`config.mk`:
```
export PLATFORM = sky130hd
export DESIGN_NAME = mux16_sel_scanner
export DESIGN_NICKNAME = d
export VERILOG_FILES = /design/src/rtl/mux16_pkg.sv /design/src/rtl/mux16_rr_pick.sv /design/src/rtl/mux16_sel_scanner.sv
export SDC_FILE = /design/constraint.sdc
export NUM_CORES = 1
export LEC_CHECK = 0
export CORE_MARGIN = 1
export CORE_UTILIZATION = 48
export CTS_CLUSTER_DIAMETER = 120
export DETAILED_ROUTE_END_ITERATION = 8
export GPL_TIMING_DRIVEN = 0
export HOLD_SLACK_MARGIN = 0.02
export PLACE_DENSITY = 0.72
export SLEW_MARGIN = 10
export SYNTH_ARGS = -nofsm -noshare
export SYNTH_HDL_FRONTEND = slang
export SYNTH_SLANG_ARGS = --single-unit
```
`constraint.sdc`:
```
create_clock -name clk -period 10.58 [get_ports clk]
set_input_delay 1.587 -clock clk [delete_from_list [all_inputs] [get_ports clk]]
set_output_delay 1.587 -clock clk [all_outputs]
set_load 0.005 [all_outputs]
```
`src/rtl/mux16_pkg.sv`:
```
// Shared types and constants for the 16-channel select scanner.
package mux16_pkg;

   localparam int unsigned N_CH  = 16;
   localparam int unsigned SEL_W = 4;

   typedef logic [SEL_W-1:0] sel_t;
   typedef logic [N_CH-1:0]  chan_vec_t;

   typedef logic [1:0] scan_state_t;
   localparam scan_state_t IDLE  = 2'd0;
   localparam scan_state_t GRANT = 2'd1;
   localparam scan_state_t GAP   = 2'd2;

endpackage

```
`src/rtl/mux16_rr_pick.sv`:
```
// Combinational round-robin search: first set bit of vec at start, start+1, ... wrapping 15->0.
module mux16_rr_pick
   import mux16_pkg::*;
(
   input  chan_vec_t vec,
   input  sel_t      start,
   output sel_t      idx,
   output logic      found
);

   sel_t cand;

   // Walk from the farthest offset down so the nearest set bit is written last and wins.
   always_comb begin
      idx   = '0;
      found = 1'b0;
      cand  = '0;
      for (int i = N_CH - 1; i >= 0; i--) begin
         cand = start + sel_t'(i);
         if (vec[cand]) begin
            idx   = cand;
            found = 1'b1;
         end
      end
   end

endmodule

```
`src/rtl/mux16_sel_scanner.sv`:
```
// Round-robin select generator for the 16:1 channel mux with valid/ready handshake and settle gap.
// Optional channel masking is compiled in with MUX16_SCAN_MASK_EN.
module mux16_sel_scanner
   import mux16_pkg::*;
#(
   parameter int unsigned GAP_CYCLES = 1,
   parameter int unsigned RESET_PTR  = 0
) (
   input  logic      clk,
   input  logic      rst,
   input  logic      en,
   input  chan_vec_t req,
`ifdef MUX16_SCAN_MASK_EN
   input  chan_vec_t chan_mask,
`endif
   input  logic      sel_ready,
   output sel_t      sel,
   output logic      sel_valid,
   output logic      busy
);

   localparam int unsigned GAP_W = (GAP_CYCLES > 1) ? $clog2(GAP_CYCLES) : 1;
   localparam logic [GAP_W-1:0] GAP_INIT = GAP_W'((GAP_CYCLES > 0) ? (GAP_CYCLES - 1) : 0);

   scan_state_t      state_q, state_d;
   sel_t             sel_q, sel_d;
   logic             valid_q, valid_d;
   sel_t             ptr_q, ptr_d;
   logic [GAP_W-1:0] gap_q, gap_d;

   chan_vec_t eligible;
   sel_t      start;
   sel_t      pick_idx;
   logic      pick_found;
   logic      grant_ok;

`ifdef MUX16_SCAN_MASK_EN
   assign eligible = req & ~chan_mask;
`else
   assign eligible = req;
`endif

   // In GRANT the search must begin after the channel being acked, not at the stored pointer.
   assign start = (state_q == GRANT) ? sel_t'(sel_q + 1'b1) : ptr_q;

   mux16_rr_pick u_pick (
      .vec   (eligible),
      .start (start),
      .idx   (pick_idx),
      .found (pick_found)
   );

   assign grant_ok = en && pick_found;

   always_comb begin
      state_d = state_q;
      sel_d   = sel_q;
      valid_d = valid_q;
      ptr_d   = ptr_q;
      gap_d   = gap_q;
      unique case (state_q)
         IDLE: begin
            if (grant_ok) begin
               state_d = GRANT;
               sel_d   = pick_idx;
               valid_d = 1'b1;
            end
         end
         GRANT: begin
            if (sel_ready) begin
               ptr_d = sel_q + 1'b1;
               if (GAP_CYCLES > 0) begin
                  state_d = GAP;
                  valid_d = 1'b0;
                  gap_d   = GAP_INIT;
               end else if (grant_ok) begin
                  sel_d = pick_idx;
               end else begin
                  state_d = IDLE;
                  valid_d = 1'b0;
               end
            end
         end
         GAP: begin
            if (gap_q == '0) begin
               if (grant_ok) begin
                  state_d = GRANT;
                  sel_d   = pick_idx;
                  valid_d = 1'b1;
               end else begin
                  state_d = IDLE;
               end
            end else begin
               gap_d = gap_q - 1'b1;
            end
         end
         default: begin
            state_d = IDLE;
            valid_d = 1'b0;
         end
      endcase
   end

   always_ff @(posedge clk) begin
      if (rst) begin
         state_q <= IDLE;
         sel_q   <= '0;
         valid_q <= 1'b0;
         ptr_q   <= sel_t'(RESET_PTR);
         gap_q   <= '0;
      end else begin
         state_q <= state_d;
         sel_q   <= sel_d;
         valid_q <= valid_d;
         ptr_q   <= ptr_d;
         gap_q   <= gap_d;
      end
   end

   assign sel       = sel_q;
   assign sel_valid = valid_q;
   assign busy      = (state_q != IDLE);

endmodule

```
==> flow_summary.json, run 1 <==
{
  "outcome": "complete, no violations",
  "grt_use_met1": 0.397,
  "synth_commonest_cells": "mux2i_1 (28), a21oi_1 (24), nand2_1 (18), o211ai_1 (18), inv_1 (15)",
  "gp_congestion": 0.961,
  "criticalPathCategory": "reg -> reg",
  "synth.distinct_cells": 70,
  "area_delta_synth_final_pct": 14.1,
  "ios": 26,
  "synth_nets": 345,
  "clock_skew_ns": 0.00450,
  "synth_top_cell_by_area": "mux2i_1",
  "crit_path_start_kind": "register",
  "fin_area_um2": 3020,
  "crit_end": "sel[1]",
  "final.setup.tns_ns": 0,
  "initial_core_util": 0.509,
  "critPathLaunch": "state_q[0]",
  "routed_wl_mm": 8.44,
  "setup_violations": 0,
  "vias": 2881,
  "crit_buf_inv": 3,
  "synth_area_leaders": "mux2i_1 (11%), mux4_2 (10%), dfxtp_1 (8.3%)",
  "grt_max_degree": 11,
  "syn_area_per_cell_um2": 8.23,
  "synth_seq_area_share": 0.0831,
  "r2r_end": "sel[1]",
  "critPathSlowestCell": "mux4_2",
  "cts_tree": "done",
  "cts_setup_buffers": 0,
  "critPathMaxStageDelay_ns": 0.65,
  "hold_slack_ns": 0.447,
  "critical_path_depth": 13,
  "final_cells": 420,
  "cts.sinks": 11,
  "clk_pin_slew_ns": 0.05,
  "grt_pass1_vias": 2677,
  "ys_warn_count": 0,
  "worstMarginPinSlew_ns": 0.723,
  "synth_edf_count": 0,
  "cts-root-buf": "clkbuf_8",
  "async_flop_share": 0,
  "crit_fanout": 10,
  "cts_hold_repair.buffers": 0,
  "dieWidth_um": 76.3,
  "crit_family": "multiplexers",
  "crit_chain": "nor2b_4 -> buf_6 -> mux2i_4 -> inv_2 -> clkbuf_1 -> ha_1 -> xnor2_2 -> mux4_2 -> mux2i_1 -> nor3_1 -> a211o_1 -> a211oi_1 -> o31a_1",
  "register_area_um2": 220,
  "grt_pass1_wl_mm": 13.6,
  "ir_drop_uv": 101,
  "maxCapViolations": 0,
  "dieArea_um2": 5820,
  "routedWlPerCell_um": 20.1,
  "post-place-ws_ns": 5.78,
  "hold_viol": 0,
  "drtIter0Drc": 300,
  "drive_above_1_share": 0.163,
  "use_met2": 0.469,
  "num_rows": 26,
  "drtAntennaViolNets": 0,
  "reg2reg_setup_slack_ns": 5.66,
  "period_share": 0.465,
  "ys_ff_latch": 11,
  "slew_headroom": 0.504,
  "synth_top_area_share": 0.106,
  "p_per_area_nw_per_um2": 154,
  "worstReg2RegStart": "state_q[0]",
  "hold_path.class": "reg -> reg",
  "clock_latency_ns": 0.24,
  "vias_per_cell": 6.86,
  "power.leakage_nw": 1.13,
  "dr.pass1.iters": 5,
  "dp.cells": 416,
  "place_area_um2": 2980,
  "cts_buffer_depth": 2,
  "worst_slack_ns": 5.66,
  "numCtsBuffers": 3,
  "critPathCaptureType": "register",
  "cts_resized": 0,
  "syn_area_um2": 2650,
  "cp.arrival_ns": 5.10,
  "core_um2": 5200,
  "rr_worst_depth": 13,
  "netlist_instances": 322,
  "rsz0062_at_grt": "no",
  "nets": 374,
  "hpwlAfterDp_mm": 6.57,
  "fmax_ghz": 0.203,
  "track_usage": 0.291,
  "use_met3": 0.0228,
  "synth_most_common_cell": "mux2i_1",
  "die_h_um": 76.3,
  "cts.htree.levels": 1,
  "port_buffers": 24,
  "grt-ovfl-total": 0,
  "fillCellCount": 496,
  "drc": 0,
  "slew_viol_final": 0,
  "antenna_found_initial": 0,
  "multi_input_area_um2": 2270,
  "crit_required_ns": 10.76,
  "top_usage_layer": "met2",
  "diodes": 0,
  "ys.flop_type": "dfxtp_1",
  "layout_min_cycle_time_ns": 4.92
}
## power by group
group,switching [mW],internal [mW]
sequential,0.00422,0.0452
clock,0.0152,0.0264
combinational,0.220,0.154
total,0.240,0.225
## layout make-up
cell class                 instances  area share
tap                               70      0.0290
inverter                          17      0.0211
clock buffer                       4      0.0149
buffer                            17      0.0327
multi-input combinational        277       0.750
timing repair buffer              24      0.0794
sequential                        11      0.0728
## worst min-delay path, stage by stage, from the launching register on
cell and delay (ns):
dfxtp_1 0.30, inv_1 0.05, a21oi_1 0.05
## how the worst min path moves through the flow
| stage | startpoint | end | slack (ns) | depth (start not counted) |
|---|---|---|---|---|
| 2_1_floorplan | sel_valid | sel_valid | 0.44 | 2 |
| 3_3_place_gp | sel_valid | sel_valid | 0.44 | 2 |
| 3_5_place_dp | sel_valid | sel_valid | 0.44 | 2 |
| 4_1_cts | sel_valid | sel_valid | 0.45 | 2 |
| 5_1_grt | sel_valid | sel_valid | 0.49 | 2 |
| 6_report | sel_valid | sel_valid | 0.45 | 2 |
## state kept, by name (all words and copies together), names as in the netlist
name	count
sel	4
sel_valid	1
state_q	2
ptr_q	4
## cells by family after synthesis
logic type | after synthesis | share of synthesized area
xor+xnor | 17 | 0.0590
simple gates | 89 | 0.191
fa+ha+maj | 3 | 0.0142
buf+inv | 34 | 0.0613
compound gates | 110 | 0.297
mux | 58 | 0.295
flops | 11 | 0.0831
## layout by cell type (no fill, tap or decap), types with 4 or more instances in the layout
| master | Yosys | routed |
|---|---|---|
| nand3_1 | 14 | 14 |
| and2_1 | 7 | 7 |
| xnor2_1 | 14 | 14 |
| o22ai_1 | 4 | 4 |
| a21o_1 | 4 | 4 |
| clkdlybuf4s50_1 | 0 | 24 |
| mux2_2 | 14 | 14 |
| a211oi_1 | 8 | 8 |
| buf_2 | 7 | 7 |
| o211ai_1 | 18 | 18 |
| nor3_1 | 8 | 8 |
| dfxtp_1 | 11 | 11 |
| a21oi_1 | 24 | 24 |
| mux4_2 | 12 | 12 |
| nor2_1 | 13 | 13 |
| inv_1 | 15 | 15 |
| nand2_1 | 18 | 18 |
| mux2i_1 | 28 | 28 |
| o21ai_0 | 12 | 12 |
| clkbuf_1 | 4 | 5 |
| nand2b_1 | 6 | 6 |
## metrics by stage
stage	power, mW	utilization
2_1_floorplan	0.325	-
3_3_place_gp	0.408	0.572
3_5_place_dp	0.411	0.572
4_1_cts	0.455	0.581
5_1_grt	0.496	0.581
6_report	0.465	0.581
## layer usage
metal  routed length [µm]  vias up
li1                     -     1320
met1                 3680     1356
met2                 3760      178
met3                  680       27
met4                  308        0
met5                    0        -
Power figures use the tool's default switching activity.
==> inputs of run 2 (changes only) <==
==> constraint.sdc (replaced) <==
create_clock -name clk -period 5.03 [get_ports clk]
set_input_delay 0.7545 -clock clk [delete_from_list [all_inputs] [get_ports clk]]
set_output_delay 0.7545 -clock clk [all_outputs]
set_load 0.005 [all_outputs]
==> run 2 against run 1 <==
Against the previous run: total power increased by 110%; cell area grew 0.37%; global-route usage is the same; combinational power grew 110%; register-to-register slack worse by 5.3 ns; wire length is 0.49% lower; non-clock buffer count unchanged.
==> flow_summary.json, run 2 (synthesized netlist as in run 1, its figures left out) <==
{
  "critPathSlowestCell": "mux4_2",
  "routed_wl_mm": 8.39,
  "drtAntennaViolNets": 0,
  "fillCellCount": 496,
  "grt_pass1_vias": 2677,
  "rr_worst_depth": 13,
  "cts_tree": "done",
  "mostFrequentLayoutCell": "mux2i_1",
  "drtIter0Drc": 258,
  "grt_max_degree": 11,
  "power_frac_seq": 0.105,
  "dieWidth_um": 76.3,
  "nets": 374,
  "dieArea_um2": 5820,
  "p_per_area_nw_per_um2": 325,
  "crit_fanout": 10,
  "drive_above_1_share": 0.171,
  "area_delta_synth_final_pct": 14.5,
  "clk_pin_slew_ns": 0.05,
  "power.switching_mw": 0.507,
  "slew_viol_final": 0,
  "reg2reg_setup_slack_ns": 0.31,
  "fin_area_um2": 3040,
  "comb_power_share": 0.805,
  "crit_chain": "nor2b_4 -> buf_6 -> mux2i_4 -> inv_2 -> clkbuf_1 -> ha_1 -> xnor2_2 -> mux4_2 -> mux2i_2 -> nor3_1 -> a211o_1 -> a211oi_1 -> o31a_1",
  "ios": 26,
  "antenna_found_initial": 0,
  "grt_pass1_wl_mm": 13.6,
  "vias_per_cell": 6.70,
  "hpwlAfterDp_mm": 6.57,
  "cp.arrival_ns": 4.90,
  "slew_headroom": 0.575,
  "hold_depth": 2,
  "hold_end": "sel_valid",
  "worstReg2RegStart": "state_q[0]",
  "r2r_end": "sel[1]",
  "port_buffers": 24,
  "cts_hold_repair.buffers": 0,
  "place_area_um2": 2980,
  "critical_path_depth": 13,
  "final_cell_mix": "mux2i_1 (25), a21oi_1 (24), clkdlybuf4s50_1 (24)",
  "outcome": "complete, no violations",
  "cts-root-buf": "clkbuf_8",
  "cts_buffer_depth": 2,
  "routedWlPerCell_um": 20.0,
  "critPathMaxStageDelay_ns": 0.65,
  "power.leakage_nw": 1.13,
  "rsz0062_at_grt": "no",
  "post-place-ws_ns": 0.234,
  "track_usage": 0.291,
  "final.setup.tns_ns": 0,
  "fmax_ghz": 0.212,
  "worst_hold_startpoint": "sel_valid",
  "vias": 2812,
  "crit_path_start_kind": "register",
  "criticalPathCategory": "reg -> reg",
  "clock_skew_ns": 0.00372,
  "numCtsBuffers": 3,
  "swShare": 0.514,
  "drc": 0,
  "period_share": 0.938,
  "num_rows": 26,
  "core_um2": 5200,
  "p_clk_frac": 0.090,
  "hold_viol": 0,
  "diodes": 0,
  "initial_core_util": 0.509,
  "crit_family": "multiplexers",
  "cts.htree.levels": 1,
  "setup_violations": 0,
  "die_h_um": 76.3,
  "dr.pass1.iters": 5,
  "layout_min_cycle_time_ns": 4.72,
  "gp_congestion": 0.961,
  "crit_buf_inv": 3,
  "crit_required_ns": 5.21,
  "worst_slack_ns": 0.312,
  "grt-ovfl-total": 0,
  "cts.sinks": 11,
  "clock_latency_ns": 0.24,
  "critPathCaptureType": "register",
  "ir_drop_uv": 214,
  "internal-power_mw": 0.479,
  "maxCapViolations": 0,
  "hold_path.class": "reg -> reg",
  "worstMarginPinSlew_ns": 0.638
}
-- run 2: worst max-delay path by stage --
| stage | endpoint | startpoint | slack (ns) |
|---|---|---|---|
| after floorplan | sel[0] | state_q[0] | 1.21 |
| after global placement | sel[1] | state_q[0] | 0.22 |
| after detailed placement | sel[1] | state_q[0] | 0.23 |
| after CTS | sel[1] | state_q[0] | 0.22 |
| after global routing | sel[1] | state_q[0] | 0.09 |
| final | sel[1] | state_q[0] | 0.31 |
-- run 2: tightest hold or removal path, delay by kind of cell, from the launching register on --
kind            cells  cell delay (ns)
compound gates      1             0.05
buf+inv             1             0.05
flops               1             0.30
-- run 2: area by class of cell --
| type | count | area [µm²] | area share |
|---|---|---|---|
| Tap cell | 70 | 87.6 | 0.0289 |
| Sequential cell | 11 | 220 | 0.0725 |
| Inverter | 17 | 63.8 | 0.0210 |
| Buffer | 17 | 98.8 | 0.0326 |
| Timing Repair Buffer | 24 | 240 | 0.0791 |
| Multi-Input combinational cell | 277 | 2280 | 0.751 |
| Clock buffer | 4 | 45.0 | 0.0148 |
-- run 2: timing repair --
action	in CTS	in global routing
gates resized for setup	0	3
setup endpoints to repair	0	2
setup buffers	0	0
hold endpoints to repair	0	0
-- run 2: metrics by stage --
step,cells,power (mW),hold WS (ns),utilization
after floorplan,322,0.683,0.438,-
after global placement,416,0.859,0.439,0.572
after detailed placement,416,0.864,0.441,0.572
after CTS,420,0.956,0.453,0.581
after global routing,420,1.05,0.488,0.583
final,420,0.986,0.447,0.583
-- run 2: routing by layer --
layer | routed length, µm | global-route usage
met5 | 0 | 0
met4 | 259 | 0.125
met3 | 598 | 0.0228
met2 | 3840 | 0.469
met1 | 3700 | 0.397
-- run 2: power by group through the flow --
| stage | Sequential (mW) | Clock, mW | Combinational (mW) |
|---|---|---|---|
| after CTS | 0.104 | 0.0892 | 0.763 |
| after detailed placement | 0.105 | 0 | 0.759 |
| after floorplan | 0.104 | 0 | 0.579 |
| after global routing | 0.105 | 0.0934 | 0.854 |
| after global placement | 0.106 | 0 | 0.753 |
| final | 0.104 | 0.0882 | 0.794 |
